<file path="config.mk">
export PLATFORM = sky130hd
export DESIGN_NAME = jt900h_div
export DESIGN_NICKNAME = d
export VERILOG_FILES = /design/src/rtl/jt900h_div.sv
export SDC_FILE = /design/constraint.sdc
export NUM_CORES = 1
export LEC_CHECK = 0
export BUFFER_PORTS_ARGS = -buffer_cell sky130_fd_sc_hd__clkbuf_2
export CAP_MARGIN = 20
export CORE_MARGIN = 3
export CORE_UTILIZATION = 55
export DETAILED_ROUTE_END_ITERATION = 8
export PLACE_DENSITY = 0.75
export SYNTH_ARGS = -nofsm -noshare
export SYNTH_HDL_FRONTEND = slang
export SYNTH_SLANG_ARGS = --single-unit
</file>
<file path="constraint.sdc">
create_clock -name clk -period 9.2 [get_ports clk]
set_clock_uncertainty 0.1 [all_clocks]
set_input_delay 0 -clock clk [delete_from_list [all_inputs] [get_ports clk]]
set_output_delay 0 -clock clk [all_outputs]
set_load 0.1 [all_outputs]
</file>
<file path="src/rtl/jt900h_div.sv">
// Iterative DIV/DIVS unit for the JT900H core.
// Byte form: 16/8 bits, word form: 32/16 bits. Restoring division, one quotient bit per cen cycle.
// Result format matches the ALU write-back: quotient low, remainder high, we gives write width.
module jt900h_div (
  input  logic        rst,
  input  logic        clk,
  input  logic        cen,
  input  logic        start,
  input  logic        sgn,
  input  logic [2:0]  w,
  input  logic [31:0] op0,
  input  logic [15:0] op1,
  output logic        busy,
  output logic        done,
  output logic [2:0]  we,
  output logic [31:0] dout,
  output logic        ovf
);

  localparam logic [1:0] IDLE = 2'd0;
  localparam logic [1:0] RUN  = 2'd1;
  localparam logic [1:0] FIX  = 2'd2;

  logic [1:0]  st;
  logic [4:0]  cnt;
  logic        wide, sgn_q, neg_q, neg_r, ovf_mark;
  logic [31:0] acc, raw;
  logic [15:0] dvs;

  // Operand decode and magnitude extraction at start
  logic        legal, in_wide, a_neg, b_neg, early;
  logic [31:0] a_mag, raw_in;
  logic [15:0] b_mag, a_hi;

  // Magnitudes and early overflow / divide-by-zero detection for the incoming operands
  always_comb begin
    legal   = (w == 3'b001) || (w == 3'b010);
    in_wide = (w == 3'b010);
    a_neg   = sgn & (in_wide ? op0[31] : op0[15]);
    b_neg   = sgn & (in_wide ? op1[15] : op1[7]);
    a_mag   = {16'd0, op0[15:0]};
    b_mag   = {8'd0, op1[7:0]};
    raw_in  = {16'd0, op0[15:0]};
    if (in_wide) begin
      a_mag  = a_neg ? -op0 : op0;
      b_mag  = b_neg ? -op1 : op1;
      raw_in = op0;
    end else begin
      if (a_neg) a_mag = {16'd0, -op0[15:0]};
      if (b_neg) b_mag = {8'd0, -op1[7:0]};
    end
    a_hi  = in_wide ? a_mag[31:16] : {8'd0, a_mag[15:8]};
    // Quotient would not fit in n bits: skip the iterations entirely
    early = (b_mag == 16'd0) || (a_hi >= b_mag);
  end

  // One restoring step: upper n+1 bits of the shifted partial remainder versus the divisor
  logic [16:0] trial, diff;
  logic [15:0] upper;
  logic        qbit;
  logic [31:0] acc_nx;

  // Next partial remainder/quotient for the current iteration
  always_comb begin
    trial  = wide ? acc[31:15] : {8'd0, acc[15:7]};
    diff   = trial - {1'b0, dvs};
    qbit   = trial >= {1'b0, dvs};
    upper  = qbit ? diff[15:0] : trial[15:0];
    acc_nx = wide ? {upper, acc[14:0], qbit} : {16'd0, upper[7:0], acc[6:0], qbit};
  end

  // Sign fix-up and signed range check on the finished magnitudes
  logic [15:0] q_mag, r_mag, lim, quo, rem;
  logic        s_ovf;
  logic [31:0] res;

  // Final quotient/remainder with signs applied, plus signed overflow
  always_comb begin
    q_mag = wide ? acc[15:0]  : {8'd0, acc[7:0]};
    r_mag = wide ? acc[31:16] : {8'd0, acc[15:8]};
    lim   = wide ? 16'h8000 : 16'h0080;
    // Negative results may reach -2^(n-1); positive ones stop at 2^(n-1)-1
    s_ovf = sgn_q & (neg_q ? (q_mag > lim) : (q_mag > lim - 16'd1));
    quo   = neg_q ? -q_mag : q_mag;
    rem   = neg_r ? -r_mag : r_mag;
    res   = wide ? {rem, quo} : {16'd0, rem[7:0], quo[7:0]};
  end

  assign busy = (st != IDLE);

  // Control FSM, datapath registers and registered outputs
  always_ff @(posedge clk, posedge rst) begin
    if (rst) begin
      st       <= IDLE;
      cnt      <= 5'd0;
      wide     <= 1'b0;
      sgn_q    <= 1'b0;
      neg_q    <= 1'b0;
      neg_r    <= 1'b0;
      ovf_mark <= 1'b0;
      acc      <= 32'd0;
      raw      <= 32'd0;
      dvs      <= 16'd0;
      done     <= 1'b0;
      we       <= 3'b000;
      dout     <= 32'd0;
      ovf      <= 1'b0;
    end else if (cen) begin
      done <= 1'b0;
      we   <= 3'b000;
      unique case (st)
        IDLE: begin
          if (start && legal) begin
            wide     <= in_wide;
            sgn_q    <= sgn;
            neg_q    <= a_neg ^ b_neg;
            neg_r    <= a_neg;
            ovf_mark <= early;
            acc      <= a_mag;
            dvs      <= b_mag;
            raw      <= raw_in;
            cnt      <= 5'd0;
            st       <= early ? FIX : RUN;
          end
        end
        RUN: begin
          acc <= acc_nx;
          cnt <= cnt + 5'd1;
          if (cnt == (wide ? 5'd15 : 5'd7)) st <= FIX;
        end
        FIX: begin
          done <= 1'b1;
          we   <= wide ? 3'b100 : 3'b010;
          if (ovf_mark || s_ovf) begin
            dout <= raw;
            ovf  <= 1'b1;
          end else begin
            dout <= res;
            ovf  <= 1'b0;
          end
          st <= IDLE;
        end
        default: st <= IDLE;
      endcase
    end
  end

endmodule

</file>
==> results.txt, run 1 <==
total gr overflow = 0
post-synth top area share = 0.347
type of the worst setup path = reg2reg
min-delay worst type = in2reg
CTS Buf Count = 17
Syn Std Cell Area = 9240 µm²
largest family of logic cells by synthesized area = simple AND/OR/NAND/NOR gates
CP arrival = 4.21 ns
maximum VDD drop = 320 µV
cell with the most instances after synthesis = nand2_1
DR iter-0 viols = 996
initial antenna violation count = 0
Cells after Synth = 1116
DR vias/cell = 6.21
Nets = 1306
DRC = 0
ANT cells = 0
CTS tree = done
clk slew on worst S/H paths = 0.06 ns
Slew @ Worst Pin = 1.01 ns
fmax = 249 MHz
simple-gate share of the synthesized area = 0.214
Required @ worst endpoint = 9.39 ns
Rows = 46
post-detailed-route wirelength per cell = 19.4 µm
Final min period = 4.01 ns
top cell type by total area after synthesis = dfrtp_1
Post-Syn Nets = 1213
hold path start = op1[11]
Max transition margin = 0.330
reg2reg setup slack = 5.19 ns
largest net degree at the start of global routing = 74
Fin Setup TNS = 0 ns
layout cells sized above 1 = 0.148
r2r worst-path depth = 14
Startpoint Class = flip-flop
Die Wd = 136 µm
synthesis-to-finish area growth = 17.9%
# Max-Cap Violations = 0
Pins Over Slew Limit = 0
Die Y = 136 µm
dpl cells = 1357
FF+latch count, synth = 128
Leakage = 4.84 nW
top cells by count, synth = nand2_1, dfrtp_1, o21ai_0
vias = 8926
RSZ-0062 raised after global routing = no
Placer Congestion = 0.963
Layout Cells excl Fill = 1438
final setup vio count = 0
reg2reg start = wide
largest cells by area after synthesis = dfrtp_1, nand2_1, ha_1
post-synth cell types = 80
Post-Synth Adder-Cell Area = 0.0564
IO Port Bufs = 92
CORE AREA = 16200 µm²
synth warn = 0
Max Buffers Root-to-Sink = 2
io pins = 94
CTS root buffer = clkbuf_16
Fillers = 1319
WL final = 28000 µm
first-pass GRT wire length = 45100 µm
H-tree depth = 4
crit-path max FO = 62
fraction of synthesized area in multiplexers = 0.0486
syn avg cell area = 8.28 µm²
number of flops mapped to enable cells by yosys = 0
hold_ws = 0.00948 ns
clk_lat worst skew = 0.43 ns
share of synthesized registers carrying an async set or reset = 1.00
XOR/XNOR Fraction of Synth Area = 0.0787
worst reg2reg endpoint = acc[30]
Synth Flop Type = dfrtp_1
DP Wirelength = 19500 µm
vias in the first global route = 8512
Core Util, Final = 0.674
post-synthesis compound-gate area fraction = 0.202
CP Capture Type = flip-flop
post-synthesis sequential area ratio = 0.347
WHS Path Cells = 4
gr usage total = 0.308
starting density of the core = 0.571
first-pass detailed-route iteration total = 5
hold endpoint = dvs[11]
Die ar. = 18400 µm²
Clock Sinks = 128
fin crit share = 0.436
Power per Cell Area = 399 nW/µm²
status = finished clean
Final Hold Vio Count = 0
antenna-violating nets left = 0
## registers in the layout (all words and copies together), names as in the netlist
name,count
cnt,5
ovf_mark,1
neg_q,1
acc,32
done,1
neg_r,1
dout,32
raw,32
st,2
dvs,16
we,2
sgn_q,1
ovf,1
wide,1
## through the flow
step	area, µm²	power [mW]	setup slack (ns)
finish	10900	4.35	5.19
CTS	10900	4.29	4.69
detailed placement	9750	3.52	4.71
global placement	9750	3.49	4.81
floorplan	9240	3.01	5.66
global route	10900	4.61	4.95
## layer usage
layer	share of wire	vias up	global-route usage	wire (µm)
met4	0.037	0	0.109	1020
met5	0	-	0	0
met3	0.091	83	0.0605	2540
met1	0.42	4187	0.428	11800
met2	0.45	500	0.483	12600
li1	-	4156	-	-
## layout make-up
| type | instances | area [µm²] | share of cell area |
|---|---|---|---|
| Tap cell | 216 | 270 | 0.0248 |
| Inverter | 42 | 160 | 0.0147 |
| Clock inverter | 12 | 180 | 0.0165 |
| Sequential cell | 128 | 3200 | 0.294 |
| Multi-Input combinational cell | 870 | 5580 | 0.513 |
| Clock buffer | 20 | 467 | 0.0428 |
| Timing Repair Buffer | 150 | 1030 | 0.0944 |
## critical path, cell delays in order, from the launching register on
cell and delay, ns:
dfrtp_2 0.45, buf_12 0.29, inv_2 0.17, ha_1 0.26, a21oi_1 0.17, ha_1 0.20
inv_1 0.06, fa_1 0.39, a21o_1 0.19, a21o_1 0.22, a2111oi_0 0.79, o31ai_1 0.13
a21oi_1 0.20, xor2_1 0.15, o211ai_1 0.10
## how the worst max path moves through the flow
| stage | startpoint | end | cells past startpoint |
|---|---|---|---|
| finish | wide | acc[30] | 14 |
| floorplan | wide | acc[18] | 16 |
| detailed placement | wide | acc[30] | 13 |
| CTS | wide | acc[30] | 13 |
| global placement | wide | acc[30] | 13 |
| global route | wide | acc[30] | 14 |
## kinds of logic (layout without fill, tap and decap cells)
logic type      after synthesis  in the layout
simple gates                411            411
compound gates              291            291
flops                       128            128
buf+inv                     118            224
xor+xnor                     83             83
mux                          43             43
fa+ha+maj                    41             41
other cells                   1              1
## where the power goes
part | internal (mW) | leakage [nW] | switching (mW)
Combinational | 0.818 | 2.87 | 1.72
Sequential | 0.794 | 1.66 | 0.278
Clock | 0.477 | 0.313 | 0.268
## timing repair
item,4_1_cts,5_1_grt
endpoints found under the hold margin,124,0
gates resized for setup,0,0
hold buffers,48,0
setup buffers,0,0
## placed cells by master, fill, tap and decap left out, types with 17 or more instances in the layout
cell type	instances
nor2_1	67
nand2b_1	18
nor3_1	17
nand3_1	39
ha_1	40
dlygate4sd3_1	48
xor2_1	41
clkbuf_2	92
xnor2_1	42
dfrtp_1	127
clkbuf_16	17
o21ai_0	97
a31oi_1	17
inv_1	40
a21oi_1	55
o221ai_1	18
nand2_1	183
mux2i_1	30
Power figures use the tool's default switching activity.
==> inputs of run 2 (changes only) <==
- ABC_AREA: default -> 1
- clock period: 9.2 -> 4 ns (I/O delays scaled with it)
==> results.txt, run 2 <==
Placer Congestion = 1.00
status = finished, violations left
antenna-violating nets left = 0
hold_ws = -0.0105 ns
Flop pwr share = 0.229
Clock Sinks = 128
number of flops mapped to enable cells by yosys = 0
Die Y = 139 µm
vias in the first global route = 9895
total gr overflow = 0
FF+latch count, synth = 128
CORE AREA = 17400 µm²
starting density of the core = 0.565
Finished Cell Area = 11400 µm²
CTS root buffer = clkbuf_16
post-synth top area share = 0.327
commonest non-fill, non-tap cell in the layout = nand2_1
Synth Flop Type = dfrtp_1
Cells after Synth = 1475
RSZ-0062 raised after global routing = no
fmax = 283 MHz
CTS resizes = 0
top cells by count, synth = nand2_1, inv_1, nand3_1
IO Port Bufs = 92
Startpoint Class = input port
worst reg2reg endpoint = acc[0]
failing checks = hold timing
synth warn = 0
Comb pwr share = 0.615
P_sw = 5.32 mW
CP Capture Type = flip-flop
synthesis-to-finish area growth = 16.1%
DRC = 0
top cell type by total area after synthesis = dfrtp_1
Syn Std Cell Area = 9800 µm²
DR iter-0 viols = 1262
Crit. Startpoint = op0[15]
Power per Cell Area = 837 nW/µm²
dpl cell area = 10400 µm²
first-pass detailed-route iteration total = 6
switch share = 0.559
CTS Hold Bufs = 46
CTS Buf Count = 17
crit path to = st[1]
internal power = 4.19 mW
WL final = 32500 µm
Leakage = 6.05 nW
vias = 10400
Post-Syn Nets = 1572
syn avg cell area = 6.64 µm²
initial antenna violation count = 0
Nets = 1690
r2r worst-path depth = 12
largest cells by area after synthesis = dfrtp_1, nand2_1, nand3_1
H-tree depth = 4
post-detailed-route wirelength per cell = 17.8 µm
Fin Setup TNS = 0 ns
crit-path max FO = 31
CTS tree = done
Setup WS pre-CTS = 0.418 ns
maximum VDD drop = 690 µV
postcts setup bufs = 0
post-synthesis sequential area ratio = 0.327
io pins = 94
Core Util, Final = 0.655
Fillers = 1564
layout cells sized above 1 = 0.116
gr usage total = 0.336
reg2reg start = wide
Rows = 48
first-pass GRT wire length = 52200 µm
largest net degree at the start of global routing = 68
Required @ worst endpoint = 4.22 ns
Max Buffers Root-to-Sink = 2
clk_lat worst skew = 0.43 ns
ANT cells = 0
Max transition margin = 0.359
Die Wd = 139 µm
type of the worst setup path = in2reg
reg2reg setup slack = 0.73 ns
DP Wirelength = 24600 µm
CP arrival = 3.75 ns
worst setup margin = 0.470 ns
Slew @ Worst Pin = 0.949 ns
Pins Over Slew Limit = 0
clk slew on worst S/H paths = 0.06 ns
min-delay worst type = in2reg
final setup vio count = 0
top flop regs = acc (32), dout (32), raw (32)
# Max-Cap Violations = 0
cell with the most instances after synthesis = nand2_1
post-synth cell types = 52
Final Hold Vio Count = 2
Die ar. = 19500 µm²
Final min period = 3.53 ns
fin crit share = 0.883
commonest non-fill, non-tap cells in the layout = nand2_1, inv_1, nand3_1, nor2_1, dfrtp_1
clock share of power = 0.157
DR vias/cell = 5.70
share of synthesized registers carrying an async set or reset = 1.00
## run 2: cell types whose count changed after synthesis, sizes merged, moves of 13 or more
cell    previous run  this run
nand3             40       159
o21ai            104       134
and2              15         2
o221ai            18         2
mux2i             31         1
nand2            183       439
clkbuf            47        24
inv               42       189
a31oi             18         4
nor2              68       148
nand2b            18         0
xnor2             42         9
## run 2: through the flow
stage,hold WS (ns),instances,power [mW]
after detailed placement,0.128,1753,7.86
after CTS,0.00351,1831,9.41
final,-0.0105,1831,9.52
after floorplan,0.0166,1475,6.58
after global placement,0.122,1753,7.81
after global routing,0.0346,1831,10.1
## run 2: cell families (layout without fill, tap and decap cells)
| family | count (synthesis) | in the layout | synth area share |
|---|---|---|---|
| AND/OR/NAND/NOR | 790 | 790 | 0.344 |
| buffers and inverters | 244 | 375 | 0.103 |
| AO/OA/AOI/OAI | 221 | 221 | 0.127 |
| flip-flops | 128 | 128 | 0.327 |
| XOR/XNOR | 49 | 49 | 0.0438 |
| adder cells (fa/ha/maj) | 41 | 41 | 0.0531 |
| other | 1 | 1 | 0.000383 |
| multiplexers | 1 | 1 | 0.00102 |
## run 2: worst min-delay path by stage
| stage | end | slack (ns) | startpoint | cells after the start |
|---|---|---|---|---|
| detailed placement | dout[4] | 0.13 | rst | 2 |
| finish | dvs[4] | -0.01 | op1[4] | 5 |
| CTS | dvs[4] | 0.004 | op1[4] | 5 |
| floorplan | raw[9] | 0.02 | op0[9] | 2 |
| global route | dvs[4] | 0.03 | op1[4] | 5 |
| global placement | dout[1] | 0.12 | rst | 2 |
## run 2: cell type report
cell class                      instances  area (µm²)  area share
Timing Repair Buffer                  152        1030      0.0902
Sequential cell                       128        3200       0.282
Tap cell                              225         282      0.0247
Clock inverter                         15         135      0.0119
Inverter                              191         719      0.0632
Multi-Input combinational cell       1103        5580       0.491
Clock buffer                           17         425      0.0374
## run 2: critical path, cell delays in order
cell and delay, ns:
dlygate4sd3_1 0.52, clkbuf_2 0.14, inv_1 0.09, o21ai_1 0.17, nand2_2 0.23, inv_2 0.48
o21ai_0 0.21, o21ai_0 0.60, nand2_1 0.14, ha_1 0.30, nand2_1 0.08, o21ai_0 0.10
a21oi_1 0.14, o21ai_0 0.08, a31oi_1 0.25, nand3_1 0.11, nand2_1 0.07, inv_1 0.03
## run 2: power by group through the flow
stage	Clock, mW	Sequential, mW	Combinational [mW]
3_3_place_gp	0	2.17	5.64
3_5_place_dp	0	2.17	5.69
5_1_grt	1.55	2.23	6.36
6_report	1.49	2.17	5.85
2_1_floorplan	0	3.05	3.53
4_1_cts	1.49	2.16	5.76
## run 2: per-layer routing
layer	vias up	track usage	wire length, µm
met3	82	0.0605	2930
met5	-	0	0
met1	4830	0.457	13400
met4	0	0.0953	981
met2	533	0.553	15200
li1	4993	-	-
==> inputs of run 3 (changes only) <==
- ABC_AREA: 1 -> default
- BUFFER_PORTS_ARGS: -buffer_cell sky130_fd_sc_hd__clkbuf_2 -> -buffer_cell sky130_fd_sc_hd__buf_2
- SLEW_MARGIN: default -> 20
==> results.txt, run 3 (synthesis gave the netlist of run 1 again) <==
H-tree depth = 4
Nets = 1321
Fin Setup TNS = 0 ns
Crit. Startpoint = op0[2]
first-pass detailed-route iteration total = 5
Finished Cell Area = 11000 µm²
most frequent CP cell = nor2_1
slowest cell on the critical path = dlygate4sd3_1
CTS root buffer = clkbuf_16
CP arrival = 3.97 ns
Die ar. = 18400 µm²
Fillers = 1308
area of the multi-input gates = 5580 µm²
Final Hold Vio Count = 0
Power per Cell Area = 919 nW/µm²
largest net degree at the start of global routing = 76
crit-path cells = dlygate4sd3_1, buf_2, nor3_1, and3b_1, nand2_1, o41ai_1, xor2_1, nor2_1, ha_1, nand4_1, nor2_1, a21oi_1, o211a_1, and2_1, a31o_1
CORE AREA = 16200 µm²
GR peak layer = met2
DR iter-0 viols = 824
CP top delay family = simple AND/OR/NAND/NOR gates
vias = 9072
Setup WS pre-CTS = 0.326 ns
hold path start = op1[9]
met3 Track Usage GR = 0.0739
commonest non-fill, non-tap cells in the layout = nand2_1, dfrtp_1, o21ai_0, buf_2, nor2_1
min-delay worst type = in2reg
DRC = 0
CTS Hold Bufs = 49
top flop regs = acc (32), dout (32), raw (32)
Max transition margin = 0.344
fmax = 267 MHz
status = finished clean
Final min period = 3.75 ns
Die Wd = 136 µm
# Max-Cap Violations = 0
met2 global-route usage = 0.486
Max Buffers Root-to-Sink = 2
commonest non-fill, non-tap cell in the layout = nand2_1
gr usage total = 0.318
Placer Congestion = 0.989
type of the worst setup path = in2reg
layout cells sized above 1 = 0.157
Register Area = 3200 µm²
RSZ-0062 raised after global routing = no
WL final = 28600 µm
CTS resizes = 0
CTS tree = done
post-detailed-route wirelength per cell = 19.7 µm
Startpoint Class = input port
Leakage = 4.90 nW
vias in the first global route = 8642
antenna-violating nets left = 0
Total Power = 10.1 mW
final setup vio count = 0
CP Buf/Inv Count = 2
postcts setup bufs = 0
Required @ worst endpoint = 4.22 ns
Clock Sinks = 128
CP Capture Type = flip-flop
starting density of the core = 0.571
IO Port Bufs = 92
dpl cell area = 9880 µm²
initial antenna violation count = 0
first-pass GRT wire length = 45700 µm
crit-path max FO = 8
io pins = 94
fin crit share = 0.938
synthesis-to-finish area growth = 19.2%
total gr overflow = 0
met1 usage = 0.432
Slew @ Worst Pin = 0.985 ns
clk slew on worst S/H paths = 0.06 ns
DR vias/cell = 6.24
DP Wirelength = 20500 µm
Die Y = 136 µm
ANT cells = 0
maximum VDD drop = 568 µV
reg2reg start = wide
CTS Buf Count = 17
clk_lat worst skew = 0.43 ns
Pins Over Slew Limit = 0
largest incremental delay on the critical path = 0.54 ns
worst setup margin = 0.249 ns
Rows = 46
## run 3: worst min-delay path: cells and delay by family
| family | cells | cell delay [ns] |
|---|---|---|
| compound gates | 1 | 0.07 |
| mux | 1 | 0.19 |
| simple gates | 2 | 0.14 |
| buf+inv | 1 | 0.12 |
## run 3: final timing paths
kind                            to  slack, ns  cells after the start
max                          st[0]       0.25                     15
min                         dvs[9]       0.03                      5
max reg2reg                acc[28]       0.27                     13
min reg2reg                raw[16]       0.37                      2
max in group asynchronous   dvs[9]       2.75                      4
min in group asynchronous  dout[6]       0.22                      3
## run 3: through the flow
stage	util	hold WS (ns)	cells
6_report	0.681	0.0279	1453
2_1_floorplan	-	0.00544	1116
3_3_place_gp	0.611	0.166	1372
5_1_grt	0.681	0.0454	1453
3_5_place_dp	0.611	0.158	1372
4_1_cts	0.681	0.0173	1453
## run 3: area by class of cell
cell class | count | area share
inverters | 42 | 0.0145
repair buffers | 165 | 0.105
flip-flops and latches | 128 | 0.291
clock buffers | 20 | 0.0415
well taps | 216 | 0.0245
clock inverters | 12 | 0.0165
multi-input cells | 870 | 0.507
## run 3: report_power, final
part	internal (mW)	switching (mW)	leakage [nW]
Sequential	1.83	0.612	1.66
Clock	1.08	0.615	0.299
Combinational	1.96	4.03	2.95
## run 3: layer usage
metal | share of wire | up-vias | routed length, µm
met5 | 0 | - | 0
met4 | 0.046 | 0 | 1310
met3 | 0.094 | 113 | 2690
met2 | 0.44 | 532 | 12600
met1 | 0.42 | 4245 | 12000
li1 | - | 4182 | -
